`src/rtl/frame_commit_pkg.sv`:
```
// rtl/frame_commit_pkg.sv - shared field addresses, FSM encoding and BCD check for frame_commit_ctrl
package frame_commit_pkg;

    localparam logic [3:0] A_HOUR_H  = 4'd0;
    localparam logic [3:0] A_HOUR_M  = 4'd1;
    localparam logic [3:0] A_HOUR_S  = 4'd2;
    localparam logic [3:0] A_DATE_D  = 4'd3;
    localparam logic [3:0] A_DATE_M  = 4'd4;
    localparam logic [3:0] A_DATE_Y  = 4'd5;
    localparam logic [3:0] A_TIMER_H = 4'd6;
    localparam logic [3:0] A_TIMER_M = 4'd7;
    localparam logic [3:0] A_TIMER_S = 4'd8;
    localparam logic [3:0] A_CURSOR  = 4'd9;
    localparam logic [3:0] A_RING    = 4'd10;

    localparam int         NUM_FIELDS  = 9;
    localparam logic [3:0] CURSOR_NONE = 4'hF;

    typedef enum logic [1:0] {
        IDLE    = 2'd0,
        PENDING = 2'd1,
        COMMIT  = 2'd2
    } state_t;

    function automatic logic bcd_ok(input logic [7:0] d);
        return (d[7:4] <= 4'd9) && (d[3:0] <= 4'd9);
    endfunction

endpackage

```
`src/rtl/frame_blink_gen.sv`:
```
// rtl/frame_blink_gen.sv - frame-counted blink phase, toggles every BLINK_FRAMES vertical blanks
module frame_blink_gen #(
    parameter int BLINK_FRAMES = 30
) (
    input  logic clk,
    input  logic reset,
    input  logic vb_rise,
    output logic phase_on
);

    logic [7:0] count;

    always_ff @(posedge clk) begin
        if (!reset) begin
            count    <= 8'd0;
            phase_on <= 1'b1;
        end else if (vb_rise) begin
            if (count == 8'(BLINK_FRAMES - 1)) begin
                count    <= 8'd0;
                phase_on <= ~phase_on;
            end else begin
                count <= count + 8'd1;
            end
        end
    end

endmodule

```
`src/rtl/frame_commit_ctrl.sv`:
```
// rtl/frame_commit_ctrl.sv - stages display writes and commits them atomically at vertical-blank entry
module frame_commit_ctrl #(
    parameter int V_ACTIVE     = 480,
    parameter int BLINK_FRAMES = 30
) (
    input  logic        clk,
    input  logic        reset,
    input  logic [9:0]  pix_y,
    input  logic        wr_strobe,
    input  logic [3:0]  wr_addr,
    input  logic [7:0]  wr_data,
    output logic [23:0] hora_bcd,
    output logic [23:0] fecha_bcd,
    output logic [23:0] timer_bcd,
    output logic [8:0]  field_blank,
    output logic        ring_vis,
    output logic        pending,
    output logic        wr_err,
    output logic        commit_pulse
);
    import frame_commit_pkg::*;

    logic       vblank, vblank_q, vb_rise;
    logic       wr_ok, do_commit, phase_on;
    state_t     state, state_next;
    logic [7:0] stage_bcd [NUM_FIELDS];
    logic [7:0] com_bcd   [NUM_FIELDS];
    logic [3:0] stage_cursor, com_cursor;
    logic       stage_ring, com_ring;

    always_ff @(posedge clk) begin
        if (!reset) begin
            vblank   <= 1'b0;
            vblank_q <= 1'b0;
        end else begin
            vblank   <= (pix_y >= 10'(V_ACTIVE));
            vblank_q <= vblank;
        end
    end

    assign vb_rise = vblank & ~vblank_q;

    always_comb begin
        wr_ok = 1'b0;
        if (wr_strobe) begin
            if (wr_addr <= A_TIMER_S)
                wr_ok = bcd_ok(wr_data);
            else if (wr_addr == A_CURSOR || wr_addr == A_RING)
                wr_ok = 1'b1;
        end
    end

    // A write landing on the commit edge goes to staging only, so it waits for the next frame.
    assign do_commit = (state == PENDING) && vb_rise;

    always_ff @(posedge clk) begin
        if (!reset) begin
            state   <= IDLE;
            pending <= 1'b0;
            wr_err  <= 1'b0;
        end else begin
            state <= state_next;
            if (wr_ok)
                pending <= 1'b1;
            else if (do_commit)
                pending <= 1'b0;
            if (wr_strobe && !wr_ok)
                wr_err <= 1'b1;
        end
    end

    always_comb begin
        state_next   = state;
        commit_pulse = 1'b0;
        case (state)
            IDLE:    if (wr_ok) state_next = PENDING;
            PENDING: if (vb_rise) state_next = COMMIT;
            COMMIT: begin
                commit_pulse = 1'b1;
                state_next   = (pending || wr_ok) ? PENDING : IDLE;
            end
            default: state_next = IDLE;
        endcase
    end

    always_ff @(posedge clk) begin
        if (!reset) begin
            for (int i = 0; i < NUM_FIELDS; i++) begin
                stage_bcd[i] <= 8'd0;
                com_bcd[i]   <= 8'd0;
            end
            stage_cursor <= CURSOR_NONE;
            com_cursor   <= CURSOR_NONE;
            stage_ring   <= 1'b0;
            com_ring     <= 1'b0;
        end else begin
            if (do_commit) begin
                for (int i = 0; i < NUM_FIELDS; i++)
                    com_bcd[i] <= stage_bcd[i];
                com_cursor <= stage_cursor;
                com_ring   <= stage_ring;
            end
            if (wr_ok) begin
                if (wr_addr <= A_TIMER_S)
                    stage_bcd[wr_addr] <= wr_data;
                else if (wr_addr == A_CURSOR)
                    stage_cursor <= wr_data[3:0];
                else
                    stage_ring <= wr_data[0];
            end
        end
    end

    frame_blink_gen #(.BLINK_FRAMES(BLINK_FRAMES)) u_blink (
        .clk      (clk),
        .reset    (reset),
        .vb_rise  (vb_rise),
        .phase_on (phase_on)
    );

    assign hora_bcd  = {com_bcd[A_HOUR_H],  com_bcd[A_HOUR_M],  com_bcd[A_HOUR_S]};
    assign fecha_bcd = {com_bcd[A_DATE_D],  com_bcd[A_DATE_M],  com_bcd[A_DATE_Y]};
    assign timer_bcd = {com_bcd[A_TIMER_H], com_bcd[A_TIMER_M], com_bcd[A_TIMER_S]};
    assign ring_vis  = com_ring & phase_on;

    always_comb begin
        field_blank = 9'd0;
        for (int i = 0; i < NUM_FIELDS; i++)
            field_blank[i] = ~phase_on && (com_cursor == 4'(i));
    end

endmodule

```
`config.mk`:
```
export PLATFORM = sky130hd
export DESIGN_NAME = frame_commit_ctrl
export DESIGN_NICKNAME = d
export VERILOG_FILES = /design/src/rtl/frame_commit_pkg.sv /design/src/rtl/frame_blink_gen.sv /design/src/rtl/frame_commit_ctrl.sv
export SDC_FILE = /design/constraint.sdc
export NUM_CORES = 1
export LEC_CHECK = 0
export BUFFER_PORTS_ARGS = -buffer_cell sky130_fd_sc_hd__buf_2
export CORE_ASPECT_RATIO = 1.25
export CORE_MARGIN = 10
export CORE_UTILIZATION = 50
export CTS_CLUSTER_DIAMETER = 120
export DETAILED_ROUTE_END_ITERATION = 12
export PLACE_DENSITY_LB_ADDON = 0.05
export SLEW_MARGIN = 20
export SYNTH_ARGS = -nofsm -noshare
export SYNTH_HDL_FRONTEND = slang
export SYNTH_HIERARCHICAL = 1
export SYNTH_SLANG_ARGS = --single-unit
```
`constraint.sdc`:
```
create_clock -name clk -period 7.2 [get_ports clk]
set_input_delay 0.72 -clock clk [delete_from_list [all_inputs] [get_ports clk]]
set_output_delay 0.72 -clock clk [all_outputs]
set_load 0.005 [all_outputs]
```
==> qor.yml, run 1 <==
clocking:
  cts_sinks: 169
  h-tree-depth: 4
  cts_tree: "yes"
  clk_pin_slew_ps: 60
  clockBufferDepth: 2
  postCtsHoldBufs: 0
  clk_latency_ps: 420
  cts_buffers: 17
  post_cts_buffers: 0
  cts_resized: 0
  root_buffer: "clkbuf_16"
global_route:
  grt_pass1_wl_um: 20100
  grt-ovfl-total: 0
  grt_max_degree: 73
  antenna_found_initial: 0
  track_usage_pct: 14.3
  grt_pass1_vias: 4000
cells_and_area:
  antenna_cells: 0
  drive_gt1_share_pct: 25.4
  area_delta_synth_final_pct: 18.8
  final_util_pct: 61.3
  nets: 617
die:
  die_height_um: 149
  core-area_um2: 12800
  die_w_um: 123
  io_pins: 110
  dieArea_um2: 18300
  initial_utilization_pct: 51.6
  num_rows: 46
routing:
  drc: 0
  dr.pass1.iters: 4
  ant_nets: 0
  vias_per_cell: 5.12
  vias: 3941
  drtIter0Drc: 248
  wl_per_cell_um: 16.6
  wirelength_um: 12800
power:
  ir_drop_mv: 0.148
  power.density_nw_per_um2: 271
  p_leak_nw: 3.04
synth:
  ys_seq_elements: 169
  yosysWarnings: 6
  synth.top_cell.area_share_pct: 65.3
  synth_flop_cell: "edfxtp_1"
  ys_top_cells_by_area: "edfxtp_1 65%, dfxtp_1 7.6%, and2_1 7.0%"
  synth_edf_count: 144
  async_flop_share_pct: 0
  synth.distinct_cells: 52
  synthTopCellsByCount: "144 x edfxtp_1, 74 x and2_1, 74 x nor2_1, 36 x nand2_1, 25 x dfxtp_1"
  yosysMostFrequentCell: "edfxtp_1"
  yosys.area.top_type: "edfxtp_1"
  synth_area_um2: 6620
  synth_seq_area_share_pct: 72.8
  synth_nets: 513
  avgSynthCellArea_um2: 13.6
  synth_cells: 486
placement:
  place.gp.congestion: 0.829
  hpwl_um: 8940
  portBuffers: 104
timing:
  fmax_ghz: 0.329
  final_hold_viol_count: 0
  finalSetupViolCount: 0
  final_max_slew_viol_count: 0
  fin_crit_sh_pct: 42.2
  grt_setup_unrepaired: "no"
  finClkSkew_ps: 12.7
  finalSetupTns_ps: 0
  hold_ws_ps: 470
  finalCriticalPeriod_ps: 3040
  max_slew_margin_pct: 29.4
  tightest_slew_ps: 1050
critical_path:
  cp-start-kind: "input port"
  cp-end-kind: "register"
  worstPathArrival_ps: 3070
  cp.required_ps: 7230
  path_class: "input port to register"
  crit_path_max_fanout: 30
run_status:
  status: "finished, final reports clean"
hold_path:
  hold_class: "register to register"
flow_run:
  cap_violations: 0
==> metrics by stage <==
stage               power, mW  area, µm²  std cells  setup WS (ps)
global placement         1.24       7270        739           3800
detailed placement       1.24       7270        739           3720
global route             2.20       7870        770           3950
finish                   2.13       7870        770           4160
floorplan                1.20       6620        486           4230
CTS                      2.15       7870        770           4170
==> routing by layer <==
metal  vias up  GRT usage, %  part of all wire [%]
li1       1935             -                     -
met2       115          24.1                    51
met4         0          4.01                   1.3
met5         -             0                     0
met1      1880          16.5                    41
met3        11          5.30                   6.6
==> sequential cells by signal, summed over array words and instances (netlist names) <==
name	flops
com_bcd	72
com_cursor	4
com_ring	1
pending	1
stage_bcd	72
stage_cursor	4
stage_ring	1
state	2
u_blink/count	8
u_blink/phase_on	1
vblank	1
vblank_q	1
wr_err	1
==> logic make-up (layout without fill, tap and decap cells) <==
group | after synthesis | after routing | share of synthesized area, %
XOR/XNOR | 2 | 2 | 0.264
AO/OA/AOI/OAI | 39 | 39 | 3.89
buffers and inverters | 29 | 145 | 2.08
flip-flops | 169 | 169 | 72.8
AND/OR/NAND/NOR | 240 | 240 | 19.8
adder cells (fa/ha/maj) | 2 | 2 | 0.378
multiplexers | 5 | 5 | 0.756
==> cell type report <==
cell class	instances	area, µm²
clock buffer	17	425
clock inverter	14	174
fill	1037	4960
inverter	6	22.5
multi-input combinational	288	1660
sequential	169	4820
tap	168	210
timing repair buffer	108	551
==> report_power, final <==
part           switching (mW)  internal [mW]  total, mW  leakage, nW
Sequential             0.0140           1.11       1.12         1.64
Clock                   0.365          0.546      0.911        0.287
Combinational          0.0667         0.0328     0.0995         1.12
==> cells in the final DEF, fill, tap and decap left out, types with 3 or more instances in the layout <==
cell	n
edfxtp_1	144
buf_2	104
and2_1	74
nor2_1	74
nand2_1	35
dfxtp_1	25
clkbuf_16	17
o21ai_0	13
nand3_1	12
nor3_1	12
inv_1	6
a21oi_1	5
mux2i_1	5
nor2b_1	4
or3_1	4
buf_4	4
o21ai_1	3
nand2b_1	3
bufinv_16	3
clkinvlp_4	3
clkinv_2	3
==> worst max-delay path, stage by stage <==
cell	delay, ps
buf_2	460
and3b_1	420
nand4_2	480
o21ai_0	980
==> path summary, 6_finish.rpt <==
check / cells after the start / slack (ps) / end / startpoint
hold reg to reg: 2 / 470 / com_cursor[3]$_SDFFE_PN1P_ / stage_cursor[3]$_SDFFE_PN1P_
setup reg to reg: 3 / 5010 / com_bcd[0][17]$_SDFFCE_PN0P_ / vblank_q$_SDFF_PN0_
hold / removal: 2 / 470 / com_cursor[3]$_SDFFE_PN1P_ / stage_cursor[3]$_SDFFE_PN1P_
setup / recovery: 4 / 4160 / stage_bcd[4][0]$_SDFFCE_PN0P_ / reset
Note: power is estimated with default switching activity, not from simulation.
==> run 2, diff against run 1 <==
--- a/config.mk
+++ b/config.mk
@@ -5,6 +5,7 @@
 export SDC_FILE = /design/constraint.sdc
 export NUM_CORES = 1
 export LEC_CHECK = 0
+export ABC_AREA = 1
 export BUFFER_PORTS_ARGS = -buffer_cell sky130_fd_sc_hd__buf_2
 export CORE_ASPECT_RATIO = 1.25
 export CORE_MARGIN = 10
==> constraint.sdc (replaced) <==
create_clock -name clk -period 3 [get_ports clk]
set_input_delay 0.3 -clock clk [delete_from_list [all_inputs] [get_ports clk]]
set_output_delay 0.3 -clock clk [all_outputs]
set_load 0.005 [all_outputs]
==> run 2 against run 1 <==
Non-clock buffer count down 1; design area rose by 1.5%; register-to-register slack lost 4000 ps; via count rose by 5.5%; global-route usage barely moved; routed wire length is 1.9% lower; core utilization decreased by 0.66 points; critical path depth rose by 1; critical path type is now register to register.
==> qor.yml, run 2 <==
synth:
  synth_nets: 609  # was 513
  synth.top_cell.area_share_pct: 64.5  # was 65.3%
  synth_top_family_by_area: "simple AND/OR/NAND/NOR gates"  # unchanged
  synth_cells: 582  # was 486
  synth.distinct_cells: 31  # was 52
  synth_area_um2: 6710  # was 6620 µm²
  yosys.area.top_type: "edfxtp_1"  # unchanged
  synthTopCellsByCount: "169 x nor2_1, 144 x edfxtp_1, 100 x inv_1, 43 x nand2_1, 25 x dfxtp_1"  # was 144 x edfxtp_1, 74 x and2_1, 74 x nor2_1, 36 x nand2_1, 25 x dfxtp_1
  synth_seq_area_share_pct: 71.9  # was 72.8%
  synth_simple_gate_area_share_pct: 18.6  # was 19.8%
  ys_top_cells_by_area: "edfxtp_1 64%, nor2_1 9.5%, dfxtp_1 7.5%"  # was edfxtp_1 65%, dfxtp_1 7.6%, and2_1 7.0%
  yosysWarnings: 6  # unchanged
  synth-compound-area-share_pct: 1.70  # was 3.89%
  synth_edf_count: 144  # unchanged
  synth_flop_cell: "edfxtp_1"  # unchanged
  synth_fa_ha_area_share_pct: 0.373  # was 0.378%
  async_flop_share_pct: 0  # unchanged
  synth_xor_area_share_pct: 0.392  # was 0.264%
  synth_mux_area_share_pct: 0  # was 0.756%
  avgSynthCellArea_um2: 11.5  # was 13.6 µm²
  yosysMostFrequentCell: "nor2_1"  # was edfxtp_1
  ys_seq_elements: 169  # unchanged
clocking:
  root_buffer: "clkbuf_16"  # unchanged
  clk_pin_slew_ps: 60  # about the same
  h-tree-depth: 4  # unchanged
  cts_buffers: 17  # unchanged
  cts_tree: "yes"  # unchanged
  postCtsHoldBufs: 0  # unchanged
  clockBufferDepth: 2  # unchanged
  cts_resized: 0  # unchanged
  clk_latency_ps: 420  # about the same
  cts_sinks: 169  # unchanged
  post_cts_buffers: 0  # unchanged
cells_and_area:
  mostFrequentLayoutCell: "nor2_1"  # was edfxtp_1
  nets: 725  # was 617
  reg_top3: "com_bcd (72), stage_bcd (72), u_blink/count (8)"  # unchanged
  area_delta_synth_final_pct: 19.2  # was 18.8%
  drive_gt1_share_pct: 23.5  # was 25.4%
  postLayoutCellArea_um2: 7990  # was 7870 µm²
  layout.cells.most_common_list: "169 x nor2_1, 144 x edfxtp_1, 104 x buf_2"  # was 144 x edfxtp_1, 104 x buf_2, 74 x and2_1, 74 x nor2_1, 35 x nand2_1
  antenna_cells: 0  # unchanged
die:
  num_rows: 47  # was 46
  core-area_um2: 13200  # was 12,800 µm²
  initial_utilization_pct: 50.9  # was 51.6%
  dieArea_um2: 18500  # was 18,300 µm²
  die_height_um: 149  # about the same
  io_pins: 110  # unchanged
  die_w_um: 124  # was 123 µm
timing:
  fin_crit_sh_pct: 65.9
  finalSetupTns_ps: 0  # unchanged
  final_hold_viol_count: 0  # unchanged
  finClkSkew_ps: 10.6  # was 12.7 ps
  max_slew_margin_pct: 53.9  # was 29.4%
  grt_setup_unrepaired: "no"  # unchanged
  finalCriticalPeriod_ps: 1980
  fmax_ghz: 0.506
  final_max_slew_viol_count: 0  # unchanged
  finalSetupViolCount: 0  # unchanged
  tightest_slew_ps: 687  # was 1050 ps
routing:
  dr.pass1.iters: 4  # unchanged
  ant_nets: 0  # unchanged
  wirelength_um: 12500  # was 12,800 µm
  wl_per_cell_um: 14.2  # was 16.6 µm
  drc: 0  # unchanged
  vias: 4156  # was 3,941
  drtIter0Drc: 291  # was 248
  vias_per_cell: 4.71  # was 5.12
run_status:
  status: "finished, final reports clean"  # unchanged
power:
  p_int_mw: 3.87  # was 1.69 mW
  ir_drop_mv: 0.355  # was 0.148 mV
  seqPwrFrac_pct: 54.3  # was 52.6%
  clockPowerShare_pct: 40.5  # was 42.7%
  swShare_pct: 21.7  # was 20.9%
  p_sw_mw: 1.08  # was 445 µW
  p_leak_nw: 3.59  # was 3.04 nW
  pwr-share-comb_pct: 5.2  # was 4.7%
  power.density_nw_per_um2: 619  # was 271 nW/µm²
critical_path:
  cp-start-kind: "register"  # was input port
  cp.required_ps: 3100  # was 7230 ps
  path_class: "register to register"  # was input port to register
  crit_path_max_fanout: 47  # was 30
  cp-end-kind: "register"  # unchanged
  worstPathArrival_ps: 2070  # was 3070 ps
placement:
  place.gp.congestion: 0.836  # was 0.829
  placed_area_um2: 7440  # was 7270 µm²
  portBuffers: 104  # unchanged
  hpwl_um: 8900  # was 8940 µm
hold_path:
  hold_class: "input port to register"  # was register to register
flow_run:
  cap_violations: 0  # unchanged
global_route:
  antenna_found_initial: 0  # unchanged
  track_usage_pct: 14.2  # was 14.3%
  grt_pass1_vias: 4272  # was 4,000
  grt-ovfl-total: 0  # unchanged
  grt_pass1_wl_um: 20300  # was 20,100 µm
  grt_max_degree: 59  # was 73
-- run 2: changes by cell type after synthesis, sizes merged, moves of 5 or more --
cell    delta
clkbuf    -10
nor2     +104
mux2i      -5
nand2     +12
inv       +97
nand3     +13
and2      -74
o21ai      -8
clkinv     +8
-- run 2: per-layer routing --
metal | part of all wire (%) | track usage [%] | up-vias | routed length [µm]
li1 | - | - | 2098 | -
met1 | 39 | 15.7 | 1914 | 4870
met2 | 50 | 23.8 | 122 | 6300
met3 | 8.3 | 5.80 | 22 | 1050
met4 | 2.6 | 5.78 | 0 | 328
met5 | 0 | 0 | - | 0
-- run 2: worst max-delay path: stages (launching register included) --
cell and delay [ps]:
dfxtp_1 330, inv_1 40, nor2_1 340, nand3_1 230, nand2_4 370, buf_12 300
-- run 2: worst paths after layout --
kind	to	slack, ps	cells past startpoint	start
worst max-delay path	com_bcd[0][0]$_SDFFCE_PN0P_	1020	5	vblank$_SDFF_PN0_
worst min-delay path	vblank$_SDFF_PN0_	100	3	pix_y[9]
worst max register to register	com_bcd[0][0]$_SDFFCE_PN0P_	1020	5	vblank$_SDFF_PN0_
worst min register to register	vblank_q$_SDFF_PN0_	440	2	vblank$_SDFF_PN0_
-- run 2: metrics by stage --
stage / hold slack, ps / total power, mW / utilization (%) / setup slack [ps] / instances
global placement: 425 / 2.99 / 56.5 / 987 / 850
floorplan: 385 / 2.87 / - / 26.2 / 582
CTS: 84.3 / 4.99 / 60.7 / 1010 / 882
finish: 97.5 / 4.95 / 60.7 / 1020 / 882
global route: 105 / 5.16 / 60.7 / 860 / 882
detailed placement: 432 / 3.00 / 56.5 / 934 / 850
-- run 2: cell families (layout without fill, tap and decap cells) --
kind of cell / after synthesis / count (layout)
compound gates: 21 / 21
fa+ha+maj: 2 / 2
simple gates: 266 / 266
xor+xnor: 3 / 3
flops: 169 / 169
buf+inv: 121 / 250
-- run 2: layout make-up --
type                            instances  area (µm²)
Clock buffer                           17         425
Multi-Input combinational cell        292        1420
Timing Repair Buffer                  107         568
Tap cell                              171         214
Fill cell                            1135        5180
Sequential cell                       169        4820
Inverter                              111         417
Clock inverter                         15         125
-- run 2: power groups by stage --
stage / clock network [mW] / registers, mW / logic [mW]
after global routing: 2.18 / 2.69 / 0.287
after CTS: 2.04 / 2.69 / 0.262
after floorplan: 0 / 2.74 / 0.131
final: 2.01 / 2.69 / 0.256
after global placement: 0 / 2.73 / 0.256
after detailed placement: 0 / 2.74 / 0.261
==> run 3, diff against run 2 <==
==> constraint.sdc (replaced) <==
create_clock -name clk -period 1.8 [get_ports clk]
set_input_delay 0.18 -clock clk [delete_from_list [all_inputs] [get_ports clk]]
set_output_delay 0.18 -clock clk [all_outputs]
set_load 0.005 [all_outputs]
==> run 3 against run 2 <==
Routed wire length is 1.3% higher; core utilization is 1.8 points higher; sequential cell count stayed put; sequential share of layout area is 1.7 points lower; highest routed layer unchanged.
==> qor.yml, run 3 (synthesized netlist as in run 2, its figures left out) <==
cells_and_area:
  mostFrequentLayoutCell: "nor2_1"  # unchanged
  drive_gt1_share_pct: 25.4  # was 23.5%
  reg_top3: "com_bcd (72), stage_bcd (72), u_blink/count (8)"  # unchanged
  area_delta_synth_final_pct: 22.6  # was 19.2%
  nets: 743  # was 725
  layout.cells.most_common_list: "169 x nor2_1, 144 x edfxtp_1, 104 x buf_2"  # unchanged
  postLayoutCellArea_um2: 8220  # was 7990 µm²
  antenna_cells: 0  # unchanged
timing:
  finalSetupViolCount: 0  # unchanged
  finalCriticalPeriod_ps: 1550  # was 1980 ps
  finClkSkew_ps: 7.52  # was 10.6 ps
  tightest_slew_ps: 469  # was 687 ps
  final_max_slew_viol_count: 0  # unchanged
  final_hold_viol_count: 0  # unchanged
  fmax_ghz: 0.646  # was 0.506 GHz
  worst_slack_ps: 251  # was 1020 ps
  max_slew_margin_pct: 68.6  # was 53.9%
  fin_crit_sh_pct: 86.0  # was 65.9%
  finalSetupTns_ps: 0  # unchanged
  grt_setup_unrepaired: "no"  # unchanged
critical_path:
  r2r-start: "vblank$_SDFF_PN0_"  # unchanged
  crit_path_max_fanout: 58  # was 47
  crit_start: "vblank$_SDFF_PN0_"  # unchanged
  path_class: "register to register"  # unchanged
  cp-end-kind: "register"  # unchanged
  cp.required_ps: 2050  # was 3100 ps
  worstPathArrival_ps: 1800  # was 2070 ps
  cp-start-kind: "register"  # unchanged
global_route:
  grt_max_degree: 59  # unchanged
  grt-ovfl-total: 0  # unchanged
  grtUsageMet1_pct: 16.2  # was 15.7%
  antenna_found_initial: 0  # unchanged
  use_met3_pct: 5.77  # was 5.80%
  met2_usage_pct: 24.6  # was 23.8%
  track_usage_pct: 14.6  # was 14.2%
  grt_pass1_vias: 4351  # was 4,272
  grt_pass1_wl_um: 20800  # was 20,300 µm
  busiest_layer: "met2"  # unchanged
die:
  io_pins: 110  # unchanged
  num_rows: 47  # unchanged
  core-area_um2: 13200  # unchanged
  die_height_um: 149  # unchanged
  die_w_um: 124  # unchanged
  initial_utilization_pct: 50.9  # unchanged
  dieArea_um2: 18500  # unchanged
routing:
  wl_per_cell_um: 14.1  # was 14.2 µm
  wirelength_um: 12700  # was 12,500 µm
  vias_per_cell: 4.66  # was 4.71
  ant_nets: 0  # unchanged
  drtIter0Drc: 254  # was 291
  vias: 4195  # was 4,156
  drc: 0  # unchanged
  dr.pass1.iters: 5  # was 4
run_status:
  status: "finished, final reports clean"  # unchanged
placement:
  pre_cts_ws_ps: 93.9  # was 934 ps
  place.gp.congestion: 0.842  # was 0.836
  hpwl_um: 8970  # was 8900 µm
  portBuffers: 104  # unchanged
  placed_area_um2: 7590  # was 7440 µm²
power:
  p_leak_nw: 3.71  # was 3.59 nW
  power.density_nw_per_um2: 1060  # was 619 nW/µm²
  ir_drop_mv: 0.497  # was 0.355 mV
clocking:
  clk_pin_slew_ps: 60  # about the same
  cts_buffers: 17  # unchanged
  clk_latency_ps: 420  # about the same
  cts_tree: "yes"  # unchanged
  root_buffer: "clkbuf_16"  # unchanged
  cts_resized: 0  # unchanged
  h-tree-depth: 4  # unchanged
  cts_sinks: 169  # unchanged
  clockBufferDepth: 2  # unchanged
flow_run:
  cap_violations: 0  # unchanged
hold_path:
  hold_start: "pix_y[8]"  # was pix_y[9]
  hold_class: "input port to register"  # unchanged
[run 3: power breakdown]
part	switching (mW)	internal (mW)
clock network	1.45	2.33
registers	0.0534	4.42
logic	0.302	0.148
total	1.80	6.90
[run 3: final cells by class]
type | instances | area (µm²)
fill | 1077 | 4950
inverter | 111 | 417
multi-input combinational | 292 | 1430
clock inverter | 14 | 194
clock buffer | 18 | 429
timing repair buffer | 125 | 718
sequential | 169 | 4820
tap | 171 | 214
[run 3: critical path: stages, from the launching register on]
cell and delay [ps]:
dfxtp_1 330, inv_1 40, nor2_1 130, nand3_1 210, nor2_1 210, inv_2 80, buf_12 190, nor2_1 190
[run 3: per-stage QoR]
stage | util, % | power [mW] | hold WS (ps) | std cells
floorplan | - | 4.79 | 265 | 582
global placement | 57.6 | 5.01 | 402 | 867
detailed placement | 57.6 | 5.02 | 405 | 867
CTS | 62.4 | 8.79 | 16.4 | 900
global route | 62.4 | 9.04 | 45.2 | 900
finish | 62.4 | 8.71 | 30.7 | 900
[run 3: per-layer routing]
metal  vias to the layer above  routed length [µm]
met4                         0                 132
met2                       107                6510
met5                         -                   0
met3                         9                1060
met1                      1945                5010
li1                       2134                   -
[run 3: repair_timing]
action / CTS / global route
buffers inserted: 0 / 0
hold buffers: 1 / 0
endpoints found under the hold margin: 1 / 0
[run 3: path summary, 6_finish.rpt]
path	end	cells after the start	slack (ps)
worst max-delay path	com_bcd[0][14]$_SDFFCE_PN0P_	7	250
worst min-delay path	vblank$_SDFF_PN0_	3	30
worst max register to register	com_bcd[0][14]$_SDFFCE_PN0P_	7	250
worst min register to register	vblank_q$_SDFF_PN0_	2	440
